**src/rtl/cpu_pkg.sv**
```systemverilog
// Shared CPU definitions: default datapath width, select-width helper,
// writeback-select encoding and the skid-buffer occupancy states.
package cpu_pkg;

  localparam int XLEN = 32;

  typedef enum logic [1:0] {
    WB_ALU = 2'd0,
    WB_MEM = 2'd1,
    WB_PC4 = 2'd2,
    WB_IMM = 2'd3
  } wb_sel_e;

  typedef enum logic [1:0] {
    SKID_EMPTY = 2'd0,
    SKID_ONE   = 2'd1,
    SKID_FULL  = 2'd2
  } skid_state_e;

  // A 2:1 selector still needs one select bit, so clamp at 1.
  function automatic int sel_w(input int n);
    return (n <= 2) ? 1 : $clog2(n);
  endfunction

endpackage

```
**src/rtl/skid_buf2.sv**
```systemverilog
// Two-entry skid buffer: a main output register plus one skid register,
// with in_ready taken straight from a flop so it never depends on out_ready.
module skid_buf2
  import cpu_pkg::*;
#(
  parameter int WIDTH = XLEN
) (
  input  logic             clk,
  input  logic             rst,
  input  logic [WIDTH-1:0] in_data,
  input  logic             in_valid,
  output logic             in_ready,
  output logic [WIDTH-1:0] out_data,
  output logic             out_valid,
  input  logic             out_ready
);

  skid_state_e      state_q, state_d;
  logic [WIDTH-1:0] main_q, main_d;
  logic [WIDTH-1:0] skid_q, skid_d;
  logic             in_ready_q, in_ready_d;
  logic             out_valid_q, out_valid_d;
  logic             accept, transfer;

  assign accept   = in_valid && in_ready_q;
  assign transfer = out_valid_q && out_ready;

  always_comb begin
    state_d = state_q;
    main_d  = main_q;
    skid_d  = skid_q;
    case (state_q)
      SKID_EMPTY: begin
        if (accept) begin
          state_d = SKID_ONE;
          main_d  = in_data;
        end
      end
      SKID_ONE: begin
        if (accept && !transfer) begin
          state_d = SKID_FULL;
          skid_d  = in_data;
        end else if (accept && transfer) begin
          main_d = in_data;
        end else if (transfer) begin
          state_d = SKID_EMPTY;
        end
      end
      SKID_FULL: begin
        // in_ready is low here, so only a drain can happen.
        if (transfer) begin
          state_d = SKID_ONE;
          main_d  = skid_q;
        end
      end
      default: state_d = SKID_EMPTY;
    endcase
    in_ready_d  = (state_d != SKID_FULL);
    out_valid_d = (state_d != SKID_EMPTY);
  end

  always_ff @(posedge clk or posedge rst) begin
    if (rst) begin
      state_q     <= SKID_EMPTY;
      main_q      <= '0;
      skid_q      <= '0;
      in_ready_q  <= 1'b1;
      out_valid_q <= 1'b0;
    end else begin
      state_q     <= state_d;
      main_q      <= main_d;
      skid_q      <= skid_d;
      in_ready_q  <= in_ready_d;
      out_valid_q <= out_valid_d;
    end
  end

  assign in_ready  = in_ready_q;
  assign out_valid = out_valid_q;
  assign out_data  = main_q;

endmodule

```
**src/rtl/sel_mux_pipe.sv**
```systemverilog
// Registered N:1 select mux with valid/ready handshake; the selected word
// is stored in a 2-entry skid buffer and bad selects raise a sticky flag.
module sel_mux_pipe
  import cpu_pkg::*;
#(
  parameter  int WIDTH = XLEN,
  parameter  int N_IN  = 4,
  localparam int SEL_W = sel_w(N_IN)
) (
  input  logic                  clk,
  input  logic                  rst,
  input  logic [N_IN*WIDTH-1:0] in_data,
  input  logic [SEL_W-1:0]      in_sel,
  input  logic                  in_valid,
  output logic                  in_ready,
  output logic [WIDTH-1:0]      out_data,
  output logic                  out_valid,
  input  logic                  out_ready,
  output logic                  sel_err,
  input  logic                  clr_err
);

  logic [WIDTH-1:0] mux_data;
  logic             sel_ok;
  logic             accept;
  logic             sel_err_q, sel_err_d;

  // Out-of-range selects leave mux_data at zero.
  always_comb begin
    mux_data = '0;
    for (int k = 0; k < N_IN; k++) begin
      if (int'(in_sel) == k) mux_data = in_data[k*WIDTH +: WIDTH];
    end
  end

  assign sel_ok = (int'(in_sel) < N_IN);
  assign accept = in_valid && in_ready;

  always_comb begin
    sel_err_d = (sel_err_q && !clr_err) || (accept && !sel_ok);
  end

  always_ff @(posedge clk or posedge rst) begin
    if (rst) sel_err_q <= 1'b0;
    else     sel_err_q <= sel_err_d;
  end

  assign sel_err = sel_err_q;

  skid_buf2 #(.WIDTH(WIDTH)) u_skid (
    .clk       (clk),
    .rst       (rst),
    .in_data   (mux_data),
    .in_valid  (in_valid),
    .in_ready  (in_ready),
    .out_data  (out_data),
    .out_valid (out_valid),
    .out_ready (out_ready)
  );

endmodule

```
**config.mk**
```make
export PLATFORM = sky130hd
export DESIGN_NAME = sel_mux_pipe
export DESIGN_NICKNAME = d
export VERILOG_FILES = /design/src/rtl/cpu_pkg.sv /design/src/rtl/skid_buf2.sv /design/src/rtl/sel_mux_pipe.sv
export SDC_FILE = /design/constraint.sdc
export NUM_CORES = 1
export LEC_CHECK = 0
export BUFFER_PORTS_ARGS = -buffer_cell sky130_fd_sc_hd__buf_2
export CORE_MARGIN = 4
export CORE_UTILIZATION = 49
export DETAILED_ROUTE_END_ITERATION = 10
export PLACE_DENSITY = 0.81
export SLEW_MARGIN = 20
export SYNTH_ARGS = -nofsm -noshare
export SYNTH_HDL_FRONTEND = slang
export SYNTH_SLANG_ARGS = --single-unit
export TNS_END_PERCENT = 50
```
**constraint.sdc**
```tcl
create_clock -name clk -period 2.05 [get_ports clk]
set_input_delay 0.1025 -clock clk [delete_from_list [all_inputs] [get_ports clk]]
set_output_delay 0.1025 -clock clk [all_outputs]
set_load 0.03 [all_outputs]
```
==> impl_metrics.toml, run 1 <==
[setup_path]
path_max_fanout = 32
worst_ep_arrival_time_ps = 1890
crit_type = "flip-flop to flip-flop"
critical_path_required_ps = 2250
crit_path_end_kind = "flip-flop"
crit_path_start_kind = "flip-flop"
ff_to_ff_path_depth = 4

[clock_tree]
cts_setup_buffers = 0
tritoncts.num_buffers = 9
count_of_clock_tree_sinks = 69
cts_hold_buffers = 2
clk_pin_slew_ps = 70
cts.path.max_buffers = 2
clock_insertion_delay_worst_skew_ps = 320
ctsHtreeMaxLevel = 3
tritoncts = "yes"
cts_repair_resizes = 0
ctsRootBufferMaster = "clkbuf_8"

[final_layout]
post_layout_nonfiller_instances = 674
layout_commonest_cell = "buf_2"
area_occupied_by_multi_input_gates_mm2 = 0.00232
seq_area_mm2 = 0.00173
fraction_of_layout_instances_using_a_drive_strength_above_1_pct = 42.2
fillers = 719
antenna_cells = 0
layout.nets = 700
mostFrequentLayoutCells = "buf_2 (168), dfrtp_1 (68), mux2i_1 (51)"
syn_to_final_growth_pct = 25.5

[place]
dp_worst_setup_slack_ps = 342
buffer_ports.inserted = 169
dpl.hpwl_um = 8090
gp_congestion = 0.815
dpl.cell_count = 657

[detailed_routing]
route.detailed.vias_per_inst = 5.38
ant_nets = 0
drt_wl_total_um = 10500
initialDrtViolationCount = 109
post-route-drc-count = 0
dr_total_vias = 3625
detail_route.wl_per_cell_um = 15.5
drt_pre_antenna_iters = 4

[power]
total_power_mw = 6.44
total_leakage_power_nw = 2.63
irDropWorstVdd_uv = 552
powerDensity_mw_per_mm2 = 1210

[sta]
hold-worst-slack_ps = 168
achievable_freq_ghz = 0.592
fin_ws_ps = 362
finalHoldViolCount = 0
period_minus_slack_ps = 1690
fin_worst_skew_ps = 6.83
worst_slew_margin_rel_pct = 67.9
finalMaxSlewViolations = 0
timing.final.setup_violations = 0
finalCritPeriodShare_pct = 82.4
grt_setup_unrepaired = "false"
final.setup.tns_ps = 0
worst_pin_slew_ps = 482

[logic_synthesis]
syn_inst = 404
synth_seq_area_share_pct = 40.6
syn-num-nets = 539
avgSynthCellArea_um2 = 10.5
postSynthRegisterBits = 69
synthesis.yosys.warnings = 0
synthDistinctLibCells = 31
post_synth_instance_area_mm2 = 0.00425

[die]
die-area_mm2 = 0.0102
placementRows = 33
die_height_um = 101
core_area_mm2 = 0.00834
start_util_pct = 51.0
floorplan.die.width_um = 101
io-pin-count = 170

[global_route]
grt.overflow.total = 0
largest_net_degree_at_the_start_of_global_routing = 54
grt_first_pass_wirelength_um = 16900
grt_antenna_before_repair = 0
first_global_vias = 3771
gr-usage-all-layers_pct = 20.3

[run]
cap_viol_max_count = 0

[hold_path]
min-delay-path-class = "input port to flip-flop"
timing.hold.worst_path_depth = 4

[status]
run_status = "finished clean"
sequential cells by signal, summed over array words and instances (netlist names):
name              flops
u_skid.in_ready       1
sel_err               1
u_skid.out_valid      1
u_skid.state_q        2
u_skid.out_data      32
u_skid.skid_q        32
critical path: stages, from the launching register on:
cell and delay (ps):
dfrtp_1 420, nand2b_1 170, a21o_1 150, o21a_4 440
mux2_1 380
routing by layer:
metal | vias to the layer above | routed length (µm) | GRT usage (%)
li1 | 1781 | - | -
met1 | 1716 | 4200 | 24.8
met2 | 112 | 5390 | 36.1
met3 | 16 | 664 | 3.37
met4 | 0 | 220 | 7.36
met5 | - | 0 | 0
area by class of cell:
type	instances	share of cell area [%]
sequential	69	32.4
multi-input combinational	300	43.4
clock buffer	13	2.79
inverter	2	0.141
clock inverter	2	0.187
tap	105	2.46
timing repair buffer	183	18.7
through the flow:
| step | util, % | area [µm²] |
|---|---|---|
| floorplan | - | 4250 |
| global placement | 61.9 | 5160 |
| detailed placement | 61.9 | 5160 |
| CTS | 64.0 | 5340 |
| global route | 64.0 | 5340 |
| finish | 64.0 | 5340 |
synthesized netlist by cell type, drive strengths merged:
library cell   n  area (µm²)
a211oi        13        97.6
a21bo          1        10.0
a21o           2        15.0
a21oi         13        65.1
a221oi        19         229
and2           2        15.0
buf           16         143
clkbuf        17        63.8
dfrtp         68        1700
dfstp          1        26.3
inv            2        7.51
mux2          65         747
mux2i         51         510
nand2         36         135
nand2b         1        6.26
nand3b         1        7.51
nor2          46         175
nor2b          2        15.0
nor3b         13        97.6
o21a           1        15.0
o21ai         33         165
or2            1        6.26
power by group:
part / total (mW) / internal [mW] / switching (mW)
Sequential: 2.37 / 2.03 / 0.337
Combinational: 3.15 / 1.23 / 1.91
Clock: 0.931 / 0.464 / 0.468
logic make-up after synthesis:
logic type,share of synthesized area (%)
simple gates,10.8
buf+inv,5.03
compound gates,14.0
mux,29.6
flops,40.6
final timing paths:
kind	from	endpoint	slack, ps
setup / recovery	u_skid.state_q[0]$_DFF_PP0_	u_skid.out_data[22]$_DFFE_PP0P_	360
hold / removal	out_ready	u_skid.in_ready$_DFF_PP1_	170
max in group asynchronous	rst	u_skid.in_ready$_DFF_PP1_	1070
setup reg to reg	u_skid.state_q[0]$_DFF_PP0_	u_skid.out_data[22]$_DFFE_PP0P_	360
hold reg to reg	u_skid.out_data[16]$_DFFE_PP0P_	u_skid.out_data[16]$_DFFE_PP0P_	490
min in group asynchronous	rst	u_skid.out_data[20]$_DFFE_PP0P_	310
(Power assumes the default switching activity.)
==> run 2: changes to the inputs <==
--- a/config.mk
+++ b/config.mk
@@ -5,11 +5,12 @@
 export SDC_FILE = /design/constraint.sdc
 export NUM_CORES = 1
 export LEC_CHECK = 0
+export ABC_AREA = 1
 export BUFFER_PORTS_ARGS = -buffer_cell sky130_fd_sc_hd__buf_2
 export CORE_MARGIN = 4
-export CORE_UTILIZATION = 49
+export CORE_UTILIZATION = 44
 export DETAILED_ROUTE_END_ITERATION = 10
-export PLACE_DENSITY = 0.81
+export PLACE_DENSITY = 0.77
 export SLEW_MARGIN = 20
 export SYNTH_ARGS = -nofsm -noshare
 export SYNTH_HDL_FRONTEND = slang
==> constraint.sdc (replaced) <==
create_clock -name clk -period 1.5 [get_ports clk]
set_input_delay 0.075 -clock clk [delete_from_list [all_inputs] [get_ports clk]]
set_output_delay 0.075 -clock clk [all_outputs]
set_load 0.03 [all_outputs]
==> run 2 against run 1 <==
  * Via count up 22%
  * First-iteration DRC count rose to 2.6 times the previous value
  * Sequential share of layout area up 0.55 points
  * Final cell count up 28%
  * Routed wire length up 18%
  * Critical path depth up 3
  * Power up 45%
  * Combinational power up 42%
  * Highest routed layer unchanged
==> impl_metrics.toml, run 2 <==
[status]
run_status = "finished clean"

[sta]
worst_pin_slew_ps = 533
finalMaxSlewViolations = 0
worst_slew_margin_rel_pct = 64.3
period_minus_slack_ps = 1400
final.setup.tns_ps = 0
fin_worst_skew_ps = 10.0
fin_ws_ps = 103
achievable_freq_ghz = 0.716
finalCritPeriodShare_pct = 93.2
timing.final.setup_violations = 0
finalHoldViolCount = 0

[clock_tree]
cts.path.max_buffers = 2
count_of_clock_tree_sinks = 69
cts_setup_buffers = 0
clk_pin_slew_ps = 70
clock_insertion_delay_worst_skew_ps = 340
tritoncts.num_buffers = 9
ctsRootBufferMaster = "clkbuf_8"
tritoncts = "yes"
ctsHtreeMaxLevel = 3

[final_layout]
fin_util_pct = 59.6
layout.nets = 883
fillers = 829
fraction_of_layout_instances_using_a_drive_strength_above_1_pct = 29.0
area_occupied_by_multi_input_gates_mm2 = 0.00207
syn_to_final_growth_pct = 30.1
mostFrequentLayoutCells = "nand2_1 (231), buf_2 (169), nand3_1 (69)"
layout_commonest_cell = "nand2_1"
antenna_cells = 0
seq_area_mm2 = 0.00173

[detailed_routing]
route.detailed.vias_per_inst = 5.15
post-route-drc-count = 0
drt_pre_antenna_iters = 5
detail_route.wl_per_cell_um = 14.4
initialDrtViolationCount = 281
drt_wl_total_um = 12400
ant_nets = 0
dr_total_vias = 4435

[logic_synthesis]
synthesis.yosys.warnings = 0
async_set_or_reset_register_ratio_after_synthesis_pct = 100
synth_most_common_cell = "nand2_1"
synth_seq_area_share_pct = 42.8
syn-num-nets = 724
netlist_top_cells_area = "dfrtp_1 (42%), nand2_1 (22%), nand3_1 (8.8%)"
avgSynthCellArea_um2 = 6.85
synth.largest_area_cell = "dfrtp_1"
ys_dominant_reg_cell = "dfrtp_1"
synth_edf_count = 0
simple_logic_cell_fraction_of_the_synthesized_area_pct = 39.1
netlist_top_cells_count = "nand2_1 (232), nand3_1 (71), dfrtp_1 (68)"
synth_top_family_by_area = "simple AND/OR/NAND/NOR gates"
proportion_of_netlist_area_held_by_the_largest_area_contributor_pct = 42.2
post_synth_instance_area_mm2 = 0.00404
postSynthRegisterBits = 69
yosys.area_share.xor_xnor_pct = 0
synth_adder_area_share_pct = 0
syn_inst = 589
synthDistinctLibCells = 21
muxShareOfSynthArea_pct = 0
fraction_of_the_mapped_netlist_area_in_compound_gates_pct = 11.9

[global_route]
grt.overflow.total = 0
largest_net_degree_at_the_start_of_global_routing = 70
grt_first_pass_wirelength_um = 20300
first_global_vias = 4136
grt_antenna_before_repair = 0
gr-usage-all-layers_pct = 23.0

[die]
floorplan.die.width_um = 104
start_util_pct = 45.8
die-area_mm2 = 0.0108
die_height_um = 104
placementRows = 34
io-pin-count = 170
core_area_mm2 = 0.00881

[setup_path]
crit_type = "flip-flop to flip-flop"
worst_ep_arrival_time_ps = 1620
critical_path_required_ps = 1730
path_max_fanout = 17
crit_path_end_kind = "flip-flop"
crit_path_start_kind = "flip-flop"

[run]
cap_viol_max_count = 0

[power]
powerDensity_mw_per_mm2 = 1780
total_leakage_power_nw = 2.91
irDropWorstVdd_uv = 697

[hold_path]
min-delay-path-class = "input port to flip-flop"

[place]
dpl.hpwl_um = 8940
buffer_ports.inserted = 169
dp_worst_setup_slack_ps = 81.3
gp_congestion = 0.830
run 2: changes by cell type in the layout (fill, tap and decap cells not counted), sizes merged, moves of 19 or more:
cell	before	now
mux2i	51	0
nand2	36	234
a221oi	19	0
nand3	0	71
o21ai	33	64
mux2	65	0
a21oi	13	32
or2	1	32
run 2: layout make-up:
type                    instances  share of cell area (%)
clock buffers                   9                    2.36
clock inverters                 7                    1.72
inverters                       9                   0.715
multi-input cells             469                    39.5
flip-flops and latches         69                    32.9
well taps                     108                    2.57
repair buffers                190                    20.2
run 2: final timing paths:
kind                       slack (ps)                         endpoint  cells past startpoint                            start
hold / removal                    110    u_skid.skid_q[24]$_DFFE_PP0P_                      4                     in_data[120]
max in group asynchronous         820   u_skid.out_data[1]$_DFFE_PP0P_                      4                              rst
min in group asynchronous         370  u_skid.out_data[30]$_DFFE_PP0P_                      4                              rst
setup / recovery                  100  u_skid.out_data[13]$_DFFE_PP0P_                      7        u_skid.in_ready$_DFF_PP1_
setup reg to reg                  100  u_skid.out_data[13]$_DFFE_PP0P_                      7        u_skid.in_ready$_DFF_PP1_
hold reg to reg                   480  u_skid.out_data[21]$_DFFE_PP0P_                      2  u_skid.out_data[21]$_DFFE_PP0P_
run 2: power breakdown:
part / switching [mW] / internal (mW)
registers: 0.486 / 2.74
logic: 2.94 / 1.51
clock network: 0.713 / 0.927
run 2: timing repair:
item | in CTS | in global routing
endpoints found under the setup margin | 0 | 31
hold buffers | 2 | 0
endpoints found under the hold margin | 69 | 0
gates resized for setup | 0 | 6
run 2: logic make-up (layout without fill, tap and decap cells):
family | after synthesis | in the layout
AOI/OAI and AO/OA | 96 | 96
DFF | 69 | 69
and+or+nand+nor | 373 | 373
buffers and inverters | 51 | 215
run 2: routing by layer:
| metal | global-route usage, % | share of wire (%) |
|---|---|---|
| met5 | 0 | 0 |
| met1 | 29.8 | 42 |
| met4 | 7.69 | 2.0 |
| met2 | 38.5 | 48 |
| met3 | 4.98 | 7.7 |
run 2: through the flow:
stage / hold slack, ps / instances / power (mW) / instance area [µm²]
after floorplan: 141 / 589 / 6.36 / 4040
after global placement: 201 / 843 / 7.51 / 4990
after detailed placement: 204 / 843 / 7.65 / 4990
after CTS: 102 / 861 / 9.31 / 5230
after global routing: 127 / 861 / 10.1 / 5250
final: 110 / 861 / 9.32 / 5250
run 2: critical path: stages, from the launching register on:
cell,delay (ps)
dfstp_2,540
nand2_1,70
inv_2,80
nand3_2,110
and2_4,190
buf_6,160
nand2_1,70
nand2_1,60
==> run 3: changes to the inputs <==
--- a/config.mk
+++ b/config.mk
@@ -11,8 +11,9 @@
 export CORE_UTILIZATION = 44
 export DETAILED_ROUTE_END_ITERATION = 10
 export PLACE_DENSITY = 0.77
-export SLEW_MARGIN = 20
+export SETUP_SLACK_MARGIN = 0.15
 export SYNTH_ARGS = -nofsm -noshare
 export SYNTH_HDL_FRONTEND = slang
+export SYNTH_HIERARCHICAL = 1
 export SYNTH_SLANG_ARGS = --single-unit
 export TNS_END_PERCENT = 50
==> run 3 against run 2 <==
  * Synthesized cell count grew 0.17%
  * Clock power is 15% higher
  * Final cell count is 2.2% higher
  * Register-to-register slack lost 40 ps
  * Global-route usage fell by 0.45 points
  * Critical path depth is 1 lower
  * Die area is 2.6% higher
  * Clock skew up 3.1 ps
  * Via count increased by 11%
  * Core utilization is 1.8 points higher
  * Routed wire length rose by 16%
  * Critical path type unchanged
  * Critical endpoint is now u_skid/out_data[10]$_DFFE_PP0P_
==> impl_metrics.toml, run 3 <==
[status]
run_status = "finished clean"

[sta]
finalMaxSlewViolations = 0
timing.final.setup_violations = 0
fin_ws_ps = 63.9
period_minus_slack_ps = 1440
finalHoldViolCount = 0
worst_pin_slew_ps = 541
worst_slew_margin_rel_pct = 63.8
achievable_freq_ghz = 0.696
fin_worst_skew_ps = 13.1
grt_setup_unrepaired = "true"
final.setup.tns_ps = 0
finalCritPeriodShare_pct = 95.7

[setup_path]
timing.critical_path.cells = "nand3_4 -> buf_4 -> nand2_8 -> clkbuf_16 -> nand3_1 -> nand2_1"
worst_ep_arrival_time_ps = 1740
path_max_fanout = 11
crit_path_end_kind = "flip-flop"
critical_path_required_ps = 1800
crit_type = "flip-flop to flip-flop"
crit_path_start_kind = "flip-flop"
cp_top_delay_family = "flip-flops"
slowest_stage = "dfstp_2"
worst_r2r_setup_slack_ps = 60
critical_path.reg2reg.startpoint = "u_skid/in_ready$_DFF_PP1_"
ff_to_ff_path_depth = 6
crit_buf_inv = 2
end_of_the_worst_register_to_register_path = "u_skid/out_data[10]$_DFFE_PP0P_"
timing.critical_path.slowest_cell_delay_ps = 590

[final_layout]
layout_commonest_cell = "nand2_1"
final_cell_area_mm2 = 0.00565
syn_to_final_growth_pct = 36.1
layout.nets = 899
fillers = 810
fin_util_pct = 61.4
antenna_cells = 0
mostFrequentLayoutCells = "nand2_1 (258), buf_2 (169), nand3_1 (160)"
fraction_of_layout_instances_using_a_drive_strength_above_1_pct = 31.7

[place]
dpl.hpwl_um = 9510
gp_congestion = 0.883
dp_worst_setup_slack_ps = 82.1
placed_area_mm2 = 0.00502
buffer_ports.inserted = 169

[detailed_routing]
detail_route.wl_per_cell_um = 16.4
top_layer = "met4"
routed-wl-met2_um = 6870
detailed_routing_wirelength_on_met1_um = 5800
drt_wl_total_um = 14400
met3_wirelength_um = 1300
initialDrtViolationCount = 431
drt_pre_antenna_iters = 6
route.detailed.vias_per_inst = 5.62
ant_nets = 0
post-route-drc-count = 0
dr_total_vias = 4945

[power]
power_switching_mw = 5.05
powerDensity_mw_per_mm2 = 1950
irDropWorstVdd_uv = 876
p_comb_share_pct = 53.4
clkPwrFrac_pct = 17.0
total_leakage_power_nw = 3.09
netSwitchingFraction_pct = 45.8
internal_power_mw = 5.97
seq_power_share_pct = 29.5
total_power_mw = 11.0

[logic_synthesis]
syn_inst = 590
synthDistinctLibCells = 18
synth_seq_area_share_pct = 41.6
netlist_top_cells_count = "nand2_1 (261), nand3_1 (160), dfrtp_1 (68)"
synth_most_common_cell = "nand2_1"
post_synth_instance_area_mm2 = 0.00415
syn-num-nets = 725
proportion_of_netlist_area_held_by_the_largest_area_contributor_pct = 41.0
netlist_top_cells_area = "dfrtp_1 (41%), nand2_1 (24%), nand3_1 (19%)"
synthesis.yosys.warnings = 6
synth_edf_count = 0
postSynthRegisterBits = 69
synth.largest_area_cell = "dfrtp_1"
async_set_or_reset_register_ratio_after_synthesis_pct = 100
ys_dominant_reg_cell = "dfrtp_1"
avgSynthCellArea_um2 = 7.03

[die]
die_height_um = 105
placementRows = 35
die-area_mm2 = 0.0110
core_area_mm2 = 0.00920
start_util_pct = 45.1
io-pin-count = 170
floorplan.die.width_um = 105

[hold_path]
worst_hold_startpoint = "in_data[21]"
min_to = "u_skid/skid_q[21]$_DFFE_PP0P_"
min-delay-path-class = "input port to flip-flop"
timing.hold.worst_path_depth = 5

[clock_tree]
clk_pin_slew_ps = 80
ctsRootBufferMaster = "clkbuf_8"
ctsHtreeMaxLevel = 3
tritoncts = "yes"
clock_insertion_delay_worst_skew_ps = 370
tritoncts.num_buffers = 9
count_of_clock_tree_sinks = 69
cts.path.max_buffers = 2

[run]
cap_viol_max_count = 0

[global_route]
grt_first_pass_wirelength_um = 20400
first_global_vias = 4333
largest_net_degree_at_the_start_of_global_routing = 40
grt_antenna_before_repair = 0
grt.overflow.total = 0
gr-usage-all-layers_pct = 22.6
run 3: changes by cell type in the layout (fill, tap and decap cells not counted), moves of 3 or more:
cell	delta
a21oi_1	-32
buf_12	+4
buf_4	+9
buf_8	+3
clkbuf_16	+3
nand2_1	+27
nand2_8	+4
nand3_1	+91
nand4_1	+33
nor2_1	-32
o21ai_0	-43
o21ai_1	-21
or2_0	-20
or2_1	-10
run 3: how the worst max path moves through the flow:
stage / start / endpoint / slack [ps] / depth (start not counted)
after detailed placement: u_skid/state_q[0]$_DFF_PP0_ / u_skid/out_data[21]$_DFFE_PP0P_ / 80 / 6
after floorplan: u_skid/in_ready$_DFF_PP1_ / u_skid/skid_q[10]$_DFFE_PP0P_ / 160 / 6
after CTS: u_skid/state_q[1]$_DFF_PP0_ / u_skid/out_data[29]$_DFFE_PP0P_ / 160 / 6
after global placement: u_skid/state_q[1]$_DFF_PP0_ / u_skid/skid_q[25]$_DFFE_PP0P_ / 140 / 6
after global routing: u_skid/in_ready$_DFF_PP1_ / u_skid/out_data[1]$_DFFE_PP0P_ / 60 / 6
final: u_skid/in_ready$_DFF_PP1_ / u_skid/out_data[10]$_DFFE_PP0P_ / 60 / 6
run 3: repair_timing:
item / CTS / global route
gates cloned: 0 / 6
endpoints found under the setup margin: 64 / 64
setup buffers: 0 / 15
endpoints found under the hold margin: 22 / 0
resized for setup: 3 / 23
hold buffers: 2 / 0
pin swaps: 0 / 10
run 3: metrics by stage:
stage	instances	hold slack, ps
6_report	880	61.4
5_1_grt	880	68.4
4_1_cts	859	40.2
3_5_place_dp	841	-58.3
3_3_place_gp	841	-62.0
2_1_floorplan	590	-196
run 3: metal layers:
| metal | vias to the layer above | global-route usage, % |
|---|---|---|
| met5 | - | 0 |
| met4 | 0 | 7.31 |
| met3 | 45 | 5.99 |
| met2 | 300 | 34.4 |
| met1 | 2291 | 31.3 |
| li1 | 2309 | - |
run 3: power by group through the flow:
stage	clock, mW	sequential [mW]	combinational [mW]
floorplan	0	3.94	2.66
global placement	0	3.22	4.53
detailed placement	0	3.23	4.67
CTS	1.87	3.21	4.74
global route	1.97	3.34	6.36
finish	1.88	3.26	5.89
run 3: kinds of logic (layout without fill, tap and decap cells):
kind of cell    after synthesis  after routing  synth area share (%)
compound gates                1              1                 0.392
flops                        69             69                  41.6
buf+inv                      58            235                  8.41
simple gates                462            464                  49.5
run 3: cell type report:
class                      instances  area [µm²]  share of cell area [%]
timing repair buffer             208        1320                    23.3
multi-input combinational        465        2140                    38.0
timing repair inverter             1        8.76                   0.155
clock inverter                     6         110                    1.95
inverter                          10        58.8                    1.04
sequential                        69        1730                    30.6
tap                              111         139                    2.46
clock buffer                      10         138                    2.44
run 3: tightest hold or removal path, stage by stage:
cell and delay [ps]:
buf_2 70, nand2_1 40, nand4_1 80, nand2_1 60, nand2_1 60
